[config.mk]
export PLATFORM = sky130hd
export DESIGN_NAME = icache_refill
export DESIGN_NICKNAME = d
export VERILOG_FILES = /design/src/rtl/icache_refill.sv
export SDC_FILE = /design/constraint.sdc
export NUM_CORES = 1
export LEC_CHECK = 0
export ABC_AREA = 1
export CAP_MARGIN = 20
export CORE_ASPECT_RATIO = 1.2
export CORE_UTILIZATION = 25
export CTS_BUF_LIST = sky130_fd_sc_hd__clkbuf_8
export DETAILED_ROUTE_END_ITERATION = 16
export SLEW_MARGIN = 20
export SYNTH_ARGS = -nofsm -noshare
export SYNTH_HDL_FRONTEND = slang
export SYNTH_SLANG_ARGS = --single-unit
[constraint.sdc]
create_clock -name clk -period 1.6 [get_ports clk]
set_input_delay 0.16 -clock clk [delete_from_list [all_inputs] [get_ports clk]]
set_output_delay 0.16 -clock clk [all_outputs]
set_load 0.05 [all_outputs]
[src/rtl/icache_refill.sv]
// icache_refill: instruction-cache refill engine.
// On a fetch miss it reads four bytes over the 8-bit memory port and packs them
// little-endian into one 32-bit instruction. It then writes that word into the icache
// and hands it to the fetch stage in the same cycle.
module icache_refill #(
    parameter int READ_LATENCY = 1,
    parameter int ADDR_WIDTH   = 32
) (
    input  logic                  clk,
    input  logic                  rst,
    input  logic                  rdy,
    input  logic                  fetch_req_i,
    input  logic [ADDR_WIDTH-1:0] fetch_addr_i,
    input  logic                  hit_i,
    input  logic                  flush_i,
    output logic                  fetch_done_o,
    output logic [31:0]           fetch_inst_o,
    output logic                  cache_we_o,
    output logic [ADDR_WIDTH-1:0] cache_waddr_o,
    output logic [31:0]           cache_winst_o,
    output logic                  mem_req_o,
    input  logic                  mem_gnt_i,
    output logic [ADDR_WIDTH-1:0] mem_addr_o,
    input  logic [7:0]            mem_byte_i
);

    typedef enum logic [1:0] {IDLE, REQ, READ, WRITE} state_t;

    // The read counter counts READ cycles from 0. Byte k arrives when the counter equals
    // k + LAT, so the last byte arrives when it equals LAT + 3.
    localparam logic [2:0] LAT      = 3'(READ_LATENCY);
    localparam logic [2:0] LAST_CNT = 3'(READ_LATENCY + 3);

    state_t                state;
    logic [ADDR_WIDTH-1:0] base;
    logic [2:0]            read_cnt;
    logic [23:0]           low_bytes;
    logic [1:0]            cap_idx;
    logic [1:0]            next_off;
    logic                  unused_addr_bits;

    // Fetch addresses are word aligned, so the two low bits carry no information here.
    assign unused_addr_bits = ^fetch_addr_i[1:0];

    // This block works out two values from the read counter.
    // cap_idx is the byte slot that arrives in this cycle.
    // next_off is the word offset to present next. It stops at 3 so the last address holds.
    always_comb begin
        cap_idx  = 2'(read_cnt - LAT);
        next_off = (read_cnt >= 3'd2) ? 2'd3 : 2'(read_cnt + 3'd1);
    end

    // Refill state machine. Every output is a register. Reset wins over everything else,
    // and rdy low freezes the whole engine.
    always_ff @(posedge clk) begin
        if (rst) begin
            state         <= IDLE;
            base          <= '0;
            read_cnt      <= '0;
            low_bytes     <= '0;
            fetch_done_o  <= 1'b0;
            fetch_inst_o  <= '0;
            cache_we_o    <= 1'b0;
            cache_waddr_o <= '0;
            cache_winst_o <= '0;
            mem_req_o     <= 1'b0;
            mem_addr_o    <= '0;
        end else if (rdy) begin
            case (state)
                IDLE: begin
                    if (fetch_req_i && !hit_i && !flush_i) begin
                        base      <= {fetch_addr_i[ADDR_WIDTH-1:2], 2'b00};
                        mem_req_o <= 1'b1;
                        state     <= REQ;
                    end
                end
                REQ: begin
                    if (flush_i) begin
                        mem_req_o <= 1'b0;
                        state     <= IDLE;
                    end else if (mem_gnt_i) begin
                        mem_addr_o <= base;
                        read_cnt   <= '0;
                        state      <= READ;
                    end
                end
                READ: begin
                    if (flush_i) begin
                        mem_req_o <= 1'b0;
                        low_bytes <= '0;
                        read_cnt  <= '0;
                        state     <= IDLE;
                    end else begin
                        mem_addr_o <= base + ADDR_WIDTH'(next_off);
                        read_cnt   <= read_cnt + 3'd1;
                        if (read_cnt == LAST_CNT) begin
                            fetch_inst_o  <= {mem_byte_i, low_bytes};
                            cache_winst_o <= {mem_byte_i, low_bytes};
                            cache_waddr_o <= base;
                            cache_we_o    <= 1'b1;
                            fetch_done_o  <= 1'b1;
                            mem_req_o     <= 1'b0;
                            state         <= WRITE;
                        end else if (read_cnt >= LAT) begin
                            case (cap_idx)
                                2'd0:    low_bytes[7:0]   <= mem_byte_i;
                                2'd1:    low_bytes[15:8]  <= mem_byte_i;
                                2'd2:    low_bytes[23:16] <= mem_byte_i;
                                default: low_bytes        <= low_bytes;
                            endcase
                        end
                    end
                end
                WRITE: begin
                    cache_we_o   <= 1'b0;
                    fetch_done_o <= 1'b0;
                    state        <= IDLE;
                end
                default: state <= IDLE;
            endcase
        end
    end

endmodule

* Word-level counts from Yosys, hierarchy flattened
Index checks and enable logic that the tools add are counted.
** Word-level totals
- Register bits :: 155
- Bits of input ports :: 47
- Output and inout bits :: 131
- Word-level logic and storage cells :: 84
** Cells by class
- Add/subtract/negate cells :: 3
- Order comparisons :: 2
- Equality and inequality tests :: 15
- Multiplexer cells :: 29
- Bitwise operators :: 1
- Reductions and logical operators :: 23
** Operator list (count)
- $mux W32 :: 3
- $mux W24 :: 3
- $pmux W32 S2 :: 1
- $add A32 B2 Y32 :: 1
- $reduce_and A5 Y1 :: 5
- $mux W8 :: 3
- $reduce_and A4 Y1 :: 4
- $ne A2 B2 Y1 const B :: 7
- $mux W2 :: 6
- $reduce_bool A2 Y1 :: 6
- $mux W3 :: 3
- $pmux W2 S4 :: 1
- $eq A2 B2 Y1 const B :: 3
- $mux W1 :: 6
- $ne A3 B3 Y1 const B :: 2
- $pmux W3 S2 :: 1
- $eq A2 B1 Y1 const B :: 2
- $logic_not A2 Y1 :: 2
- $add A3 B1 Y3 const B :: 1
- $eq A3 B3 Y1 const B :: 1
- $ge A3 B1 Y1 const B :: 1
- $ge A3 B2 Y1 const B :: 1
- $pmux W1 S3 :: 1
- $reduce_and A3 Y1 :: 1
- other kinds (6) :: 8

* Logic depth before layout (Yosys ltp)
Gate-level depths: netlist of run 1.
- Depth in word-level cells :: 6
- Mapped depth :: 10
- Mapped depth without buffers :: 10

* Worst setup path after synthesis of run 1
Ideal clock, no wire load.
- Path type :: flip-flop to flip-flop
- Start point :: reg read_cnt[0]
- End point :: reg low_bytes[11]
- Setup time :: 0.113 ns
- Arrival time :: 1.548 ns
- Required time :: 1.487 ns
- Slack :: -0.061 ns
- Stages on the path, launching flop included :: 10
- Path buffers :: 1
- Clock period less this slack :: 1.661 ns
- Cell sequence :: dfxtp_1 > inv_1 > ha_1 > nand2_1 > nor2_1 > nor2_2 > nand3_2 > buf_4 > nor2_1 > nor2_1
** On the way
- Word-level cells in the longest chain between the ends :: 4
- Elaborated cells between the ends (all ways) :: 8
- Classes of those cells :: 1 x add/sub; 1 x order compare; 3 x eq/ne; 3 x reduce/logical
** RTL lines
- from (decl) :: line 36 : logic [2:0] read_cnt;
- from (signal assigned) :: line 95 : read_cnt <= read_cnt + 3'd1;
- $sub A2 B1 Y2 :: line 49 : cap_idx = 2'(read_cnt - LAT);
- $eq A2 B1 Y1 :: line 105 : case (cap_idx)
- $reduce_bool A2 Y1 (no line)
- $reduce_and A5 Y1 (no line) *
- to (signal assigned) :: line 107 : 2'd1: low_bytes[15:8] <= mem_byte_i;
- to (signal assigned) :: line 109 : default: low_bytes <= low_bytes;
- to (decl) :: line 37 : logic [23:0] low_bytes;
Every way passes the cells marked *; elsewhere a longest branch is shown, timed or not.
A chain may end at the register's enable or synchronous reset.

* Worst setup path in the final report of run 1
- Start point :: reg state[0]
- End point :: reg cache_winst_o[31]
** On the way
- Word-level cells in the longest chain between the ends :: 2
** RTL lines
- from (decl) :: line 34 : state_t state;
- from (signal assigned) :: line 57 : state <= IDLE;
- from (signal assigned) :: line 74 : state <= REQ;
- from (signal assigned) :: line 80 : state <= IDLE;
- $eq A2 B2 Y1 :: line 69 : case (state)
- $reduce_and A4 Y1 (no line)
- to (signal assigned) :: line 98 : cache_winst_o <= {mem_byte_i, low_bytes};
- to (decl) :: line 20 : output logic [31:0] cache_winst_o,
Every way passes these cells.

==> metrics.cfg, run 1 <==
[global_routing]
globalRouteMet1Util_pct=16.8
grt_pass1_vias=5285
antenna_found_initial=0
met2_usage_pct=23.8
gr-max-usage-layer=met2
grt_pass1_wl_um=26900
grt_max_degree=61
use_met3_pct=3.18
grtUsageTotal_pct=13.9
grt_overflow=0

[worst_setup_path]
r2r_cells=9
required_ps=1990
critical_path.cell_chain=inv_2 -> ha_2 -> inv_2 -> nor3_4 -> buf_6 -> buf_12 -> clkbuf_16 -> o21ai_0 -> a21oi_1
crit_top_cell=inv_2
critPathBufInv=5
start_kind=flip-flop
cp.depth=9
crit_family=buffers and inverters
worstSetupPathType=reg -> reg
max_stage_delay_ps=350
critPathMaxFanout=12
slowest_stage=dfxtp_2
crit_path_end_kind=flip-flop
crit_arrival_ps=1900
ff2ff_setup_slack_ps=80

[synthesis]
synth_compound_area_share_pct=13.2
ys_warn_count=0
syn-instance-count=799
synth_top_area_share_pct=50.9
ys_top_cells_by_area=dfxtp_1, nor2_1, o21ai_0, nand2_1, a21oi_1
synth-simple-area-share_pct=23.4
async_flop_share_pct=0
synth_mux_area_share_pct=0
netlist_area_mm2=0.00609
syn_avg_cell_area_um2=7.62
synth_xor_area_share_pct=0
synth_edf_count=0
synth_top_family_by_area=simple AND/OR/NAND/NOR gates
synth.most_common_cell=nor2_1
yosysTopAreaCell=dfxtp_1
synth-adder-area-share_pct=2.26
ys_seq_area_share_pct=50.9
synth_common_cells=nor2_1, dfxtp_1, nand2_1
yosysUniqueCellTypes=20
ys_seq_elements=155
ys.flop_type=dfxtp_1

[final_layout]
ff_latch_area_mm2=0.00311
fin_area_mm2=0.00853
fin_cells=1301
fillers=2599
fin_nets=1026
areaGrowthSynthToFinish_pct=40.0
final_layout_size_suffix_gt1_share_pct=25.8
antenna_cells=0
multiInputGateArea_mm2=0.00245

[power]
ir_drop_mv=0.446
power.density_mw_per_mm2=891
p_seq_share_pct=51.9
swShare_pct=27.3
comb_power_share_pct=9.4
p_int_mw=5.52
clkPwrFrac_pct=38.7
power_switching_mw=2.07
p_leak_nw=3.81

[floorplanning]
row_count=62
core_area_mm2=0.0239
die_area_mm2=0.0250
pin_count=178
die-height_um=173
initial_utilization_pct=25.5
die_x_um=145

[timing]
setup_viol=0
finalMaxSlewViolations=0
min_period_ps=1520
timing.fmax_mhz=660
finalSetupTns_ps=0
rsz0062_at_grt=true
final_hold_viol_count=0
period_share_pct=94.7
finClkSkew_ps=10.7

[cts]
cts_sinks=155
clockBufferDepth=2
root_buffer=clkbuf_8
cts_tree=done
clock_latency_ps=450
cts-buffers-inserted=17
htreeDepth=4
cts_hold_buf=0
path_clk_slew_ps=90

[place]
hpwl_um=11900
io_buffers=173
place_congestion=0.753
dpl-instance-area_mm2=0.00789
dp_cells=1261

[drt]
wirelength_um=17700
via_count=5575
dr.pass1.iters=6
wl_per_cell_um=13.6
ant_nets=0
drt_iter0_markers=177
drc=0
viasPerCell=4.29

[worst_hold_path]
worstHoldPathCells=3
hp-class=in -> reg

[job]
drv_cap=0

[run_status]
outcome=complete, no violations

==> cells by family (layout without fill, tap and decap cells) <==
group,Yosys count,in the layout
compound gates,161,161
buf+inv,118,299
other cells,1,2
simple gates,353,353
fa+ha+maj,11,11
flops,155,155
==> routing by layer <==
metal	share of wire, %	routed length [um]
met2	49	8650
met3	5.1	911
met4	1.3	225
met1	45	7940
met5	0	0
==> final cells by class <==
class / count / area share, %
clock buffers: 18 / 2.91
clock inverters: 14 / 1.56
well taps: 320 / 4.70
multi-input cells: 527 / 28.8
repair buffers: 230 / 23.9
flip-flops and latches: 155 / 36.4
inverters: 37 / 1.69
==> cell usage in the layout (no fill, tap or decap), types with 2 or more instances in the layout <==
cell type and instances:
nor2_1 190, buf_4 168, dfxtp_1 151, nand2_1 117, o21ai_0 90, a21oi_1 67, clkdlybuf4s50_1 43, inv_1 29
clkbuf_8 18, nand4_1 16, nand3_1 12, buf_12 9, nor2_2 8, ha_1 8, inv_2 6, inv_6 6
clkbuf_16 4, dfxtp_2 4, nand3_4 3, ha_2 3, clkinv_2 3, buf_6 3, inv_4 2, a21oi_2 2
nand3_2 2, o21ai_1 2, conb_1 2, clkinvlp_4 2, buf_8 2
==> sequential cells by signal, summed over array words and instances (netlist names) <==
register       cells
read_cnt           3
mem_addr_o        32
low_bytes         24
mem_req_o          1
cache_winst_o     32
cache_waddr_o     30
base              30
state              2
cache_we_o         1
==> worst min-delay path: stages <==
cell and delay (ps):
buf_2 120, buf_4 250, a21oi_1 60
==> power by group through the flow <==
stage          combinational (mW)  clock (mW)  sequential [mW]
5_1_grt                     0.786        3.20             3.95
2_1_floorplan               0.335           0             4.05
3_3_place_gp                0.677           0             4.03
3_5_place_dp                0.676           0             4.03
4_1_cts                     0.682        3.05             3.94
6_report                    0.714        2.94             3.94
==> stage by stage <==
stage	hold slack, ps	setup WS (ps)	total power, mW	utilization [%]
6_report	175	84.8	7.60	35.7
5_1_grt	162	-31.7	7.94	35.7
4_1_cts	138	-22.2	7.68	34.8
3_5_place_dp	444	-231	4.71	33.0
3_3_place_gp	447	-219	4.71	33.0
2_1_floorplan	309	3.02	4.39	-
==> what timing repair did <==
action	in CTS	in global routing
endpoints found under the hold margin	0	0
pin swaps	2	8
setup endpoints to repair	72	153
setup buffers	2	2
resized for setup	4	36
cloned	0	4
==> final timing paths <==
| kind | start | to |
|---|---|---|
| setup reg to reg | state[0] | cache_winst_o[31] |
| setup / recovery | state[0] | cache_winst_o[31] |
| hold reg to reg | low_bytes[14] | cache_winst_o[14] |
| hold / removal | rst | read_cnt[1] |
Power figures use the tool's default switching activity.
==> run 2, diff against run 1 <==
--- a/config.mk
+++ b/config.mk
@@ -8,6 +8,7 @@
 export ABC_AREA = 1
 export CAP_MARGIN = 20
 export CORE_ASPECT_RATIO = 1.2
+export CORE_MARGIN = 8
 export CORE_UTILIZATION = 25
 export CTS_BUF_LIST = sky130_fd_sc_hd__clkbuf_8
 export DETAILED_ROUTE_END_ITERATION = 16
==> run 2 against run 1 <==
  * Worst setup slack worse by 46 ps
  * Critical endpoint is now low_bytes[15]
  * Utilization up 0.92 points
  * Sequential cell count unchanged
  * Non-clock buffer count up 17
  * Critical path type unchanged
==> metrics.cfg, run 2 (synthesis results as in run 1) <==
[power]
p_leak_nw=3.94  ; was 3.81 nW
ir_drop_mv=0.643  ; was 0.446 mV
power.density_mw_per_mm2=915  ; was 891 mW/mm2

[worst_setup_path]
critPathMaxFanout=6  ; was 12
start_kind=flip-flop  ; unchanged
required_ps=1960  ; was 1990 ps
crit_path_end_kind=flip-flop  ; unchanged
crit_arrival_ps=1920  ; was 1900 ps
worstSetupPathType=reg -> reg  ; unchanged

[global_routing]
grt_overflow=0  ; unchanged
grt_max_degree=64  ; was 61
grt_pass1_vias=5478  ; was 5285
met2_usage_pct=22.4  ; was 23.8%
use_met3_pct=3.19  ; was 3.18%
grt_pass1_wl_um=30200  ; was 26900 um
globalRouteMet1Util_pct=15.5  ; was 16.8%
antenna_found_initial=0  ; unchanged
gr-max-usage-layer=met2  ; unchanged
grtUsageTotal_pct=13.0  ; was 13.9%

[place]
dpl-instance-area_mm2=0.00796  ; was 0.00789 mm2
dp_cells=1271  ; was 1261
preCtsSetupSlack_ps=-228  ; was -231 ps
place_congestion=0.829  ; was 0.753
io_buffers=173  ; unchanged
hpwl_um=13600  ; was 11900 um

[final_layout]
multiInputGateArea_mm2=0.00250  ; was 0.00245 mm2
fin_cells=1318  ; was 1301
fin_area_mm2=0.00877  ; was 0.00853 mm2
fillers=2486  ; was 2599
reg_top3=cache_winst_o: 32 flops, mem_addr_o: 32 flops  ; unchanged
areaGrowthSynthToFinish_pct=44.0  ; was 40.0%
final_layout_size_suffix_gt1_share_pct=28.0  ; was 25.8%
antenna_cells=0  ; unchanged
final_common_cell=nor2_1  ; unchanged
fin_nets=1043  ; was 1026
utilization_pct=36.6  ; was 35.7%
ff_latch_area_mm2=0.00311  ; about the same
final_cell_mix=nor2_1, buf_4, dfxtp_1  ; unchanged

[timing]
rsz0062_at_grt=true  ; unchanged
timing.fmax_mhz=641  ; was 660 MHz
final.setup.worst_slack_ps=39.2  ; was 84.8 ps
finClkSkew_ps=13.0  ; was 10.7 ps
final_hold_viol_count=0  ; unchanged
setup_viol=0  ; unchanged
min_period_ps=1560  ; was 1520 ps
period_share_pct=97.5  ; was 94.7%
tightestPinTransition_ps=577
finalMaxSlewViolations=0  ; unchanged
relSlewSlack_pct=61.5

[drt]
dr.pass1.iters=4  ; was 6
drc=0  ; unchanged
wl_per_cell_um=15.1  ; was 13.6 um
wirelength_um=20000  ; was 17700 um
viasPerCell=4.32  ; was 4.29
drt_iter0_markers=248  ; was 177
via_count=5692  ; was 5575
ant_nets=0  ; unchanged

[floorplanning]
row_count=62  ; unchanged
die_area_mm2=0.0296  ; was 0.0250 mm2
pin_count=178  ; unchanged
die_x_um=159  ; was 145 um
die-height_um=187  ; was 173 um
core_area_mm2=0.0240  ; was 0.0239 mm2
initial_utilization_pct=25.4  ; was 25.5%

[cts]
htreeDepth=4  ; unchanged
root_buffer=clkbuf_8  ; unchanged
path_clk_slew_ps=90  ; about the same
cts_sinks=155  ; unchanged
clockBufferDepth=2  ; unchanged
clock_latency_ps=440  ; was 450 ps
cts-buffers-inserted=17  ; unchanged
cts_tree=done  ; unchanged

[run_status]
outcome=complete, no violations  ; unchanged

[job]
drv_cap=0  ; unchanged

[worst_hold_path]
hp-class=in -> reg  ; unchanged

[run 2: cell count changes in the layout (fill, tap and decap cells not counted), moves of 4 or more]
| cell | change |
|---|---|
| buf_4 | +14 |
| buf_6 | +5 |
| nor2_1 | -5 |
| nor2_2 | +5 |
| inv_6 | -4 |
[run 2: worst paths after layout]
path / from / endpoint / slack, ps / cells past startpoint
worst max-delay path: read_cnt[1] / low_bytes[15] / 40 / 9
worst min-delay path: rst / cache_waddr_o[31] / 220 / 5
worst max register to register: read_cnt[1] / low_bytes[15] / 40 / 9
worst min register to register: low_bytes[11] / cache_winst_o[11] / 460 / 2
[run 2: routing by layer]
layer,routed length [um],part of all wire (%)
met5,0,0
met4,299,1.5
met3,1120,5.6
met2,10000,50
met1,8540,43
[run 2: where the power goes]
group          internal, mW  switching (mW)  total [mW]
sequential             3.91          0.0412        3.95
combinational         0.343           0.426       0.769
clock                  1.75            1.56        3.31
total                  6.00            2.03        8.03
[run 2: final cells by class]
| class | count | area share (%) |
|---|---|---|
| Clock buffer | 18 | 2.82 |
| Clock inverter | 14 | 2.18 |
| Inverter | 37 | 1.73 |
| Multi-Input combinational cell | 527 | 28.4 |
| Sequential cell | 155 | 35.4 |
| Tap cell | 320 | 4.56 |
| Timing Repair Buffer | 247 | 24.8 |
[run 2: stage by stage]
step           TNS [ps]  hold WS, ps  power [mW]
4_1_cts               0          189        8.07
3_5_place_dp     -12790          442        4.73
5_1_grt            -259          214        8.37
3_3_place_gp     -10500          442        4.72
6_report              0          219        8.03
2_1_floorplan         0          309        4.39
[run 2: repair_timing]
action | in CTS | in global routing
endpoints found under the hold margin | 0 | 0
buffers inserted | 3 | 7
hold buffers | 0 | 0
pin swaps | 4 | 7
gates resized for setup | 14 | 43
gates cloned | 2 | 3
setup endpoints to repair | 105 | 137
[run 2: worst max-delay path, stage by stage, from the launching register on]
cell and delay (ps):
dfxtp_2 340, inv_2 40, ha_2 180, nand2_4 80, nor2_2 50, nor2_4 200, buf_4 150, buf_4 120
nand4_1 130, a21oi_1 170
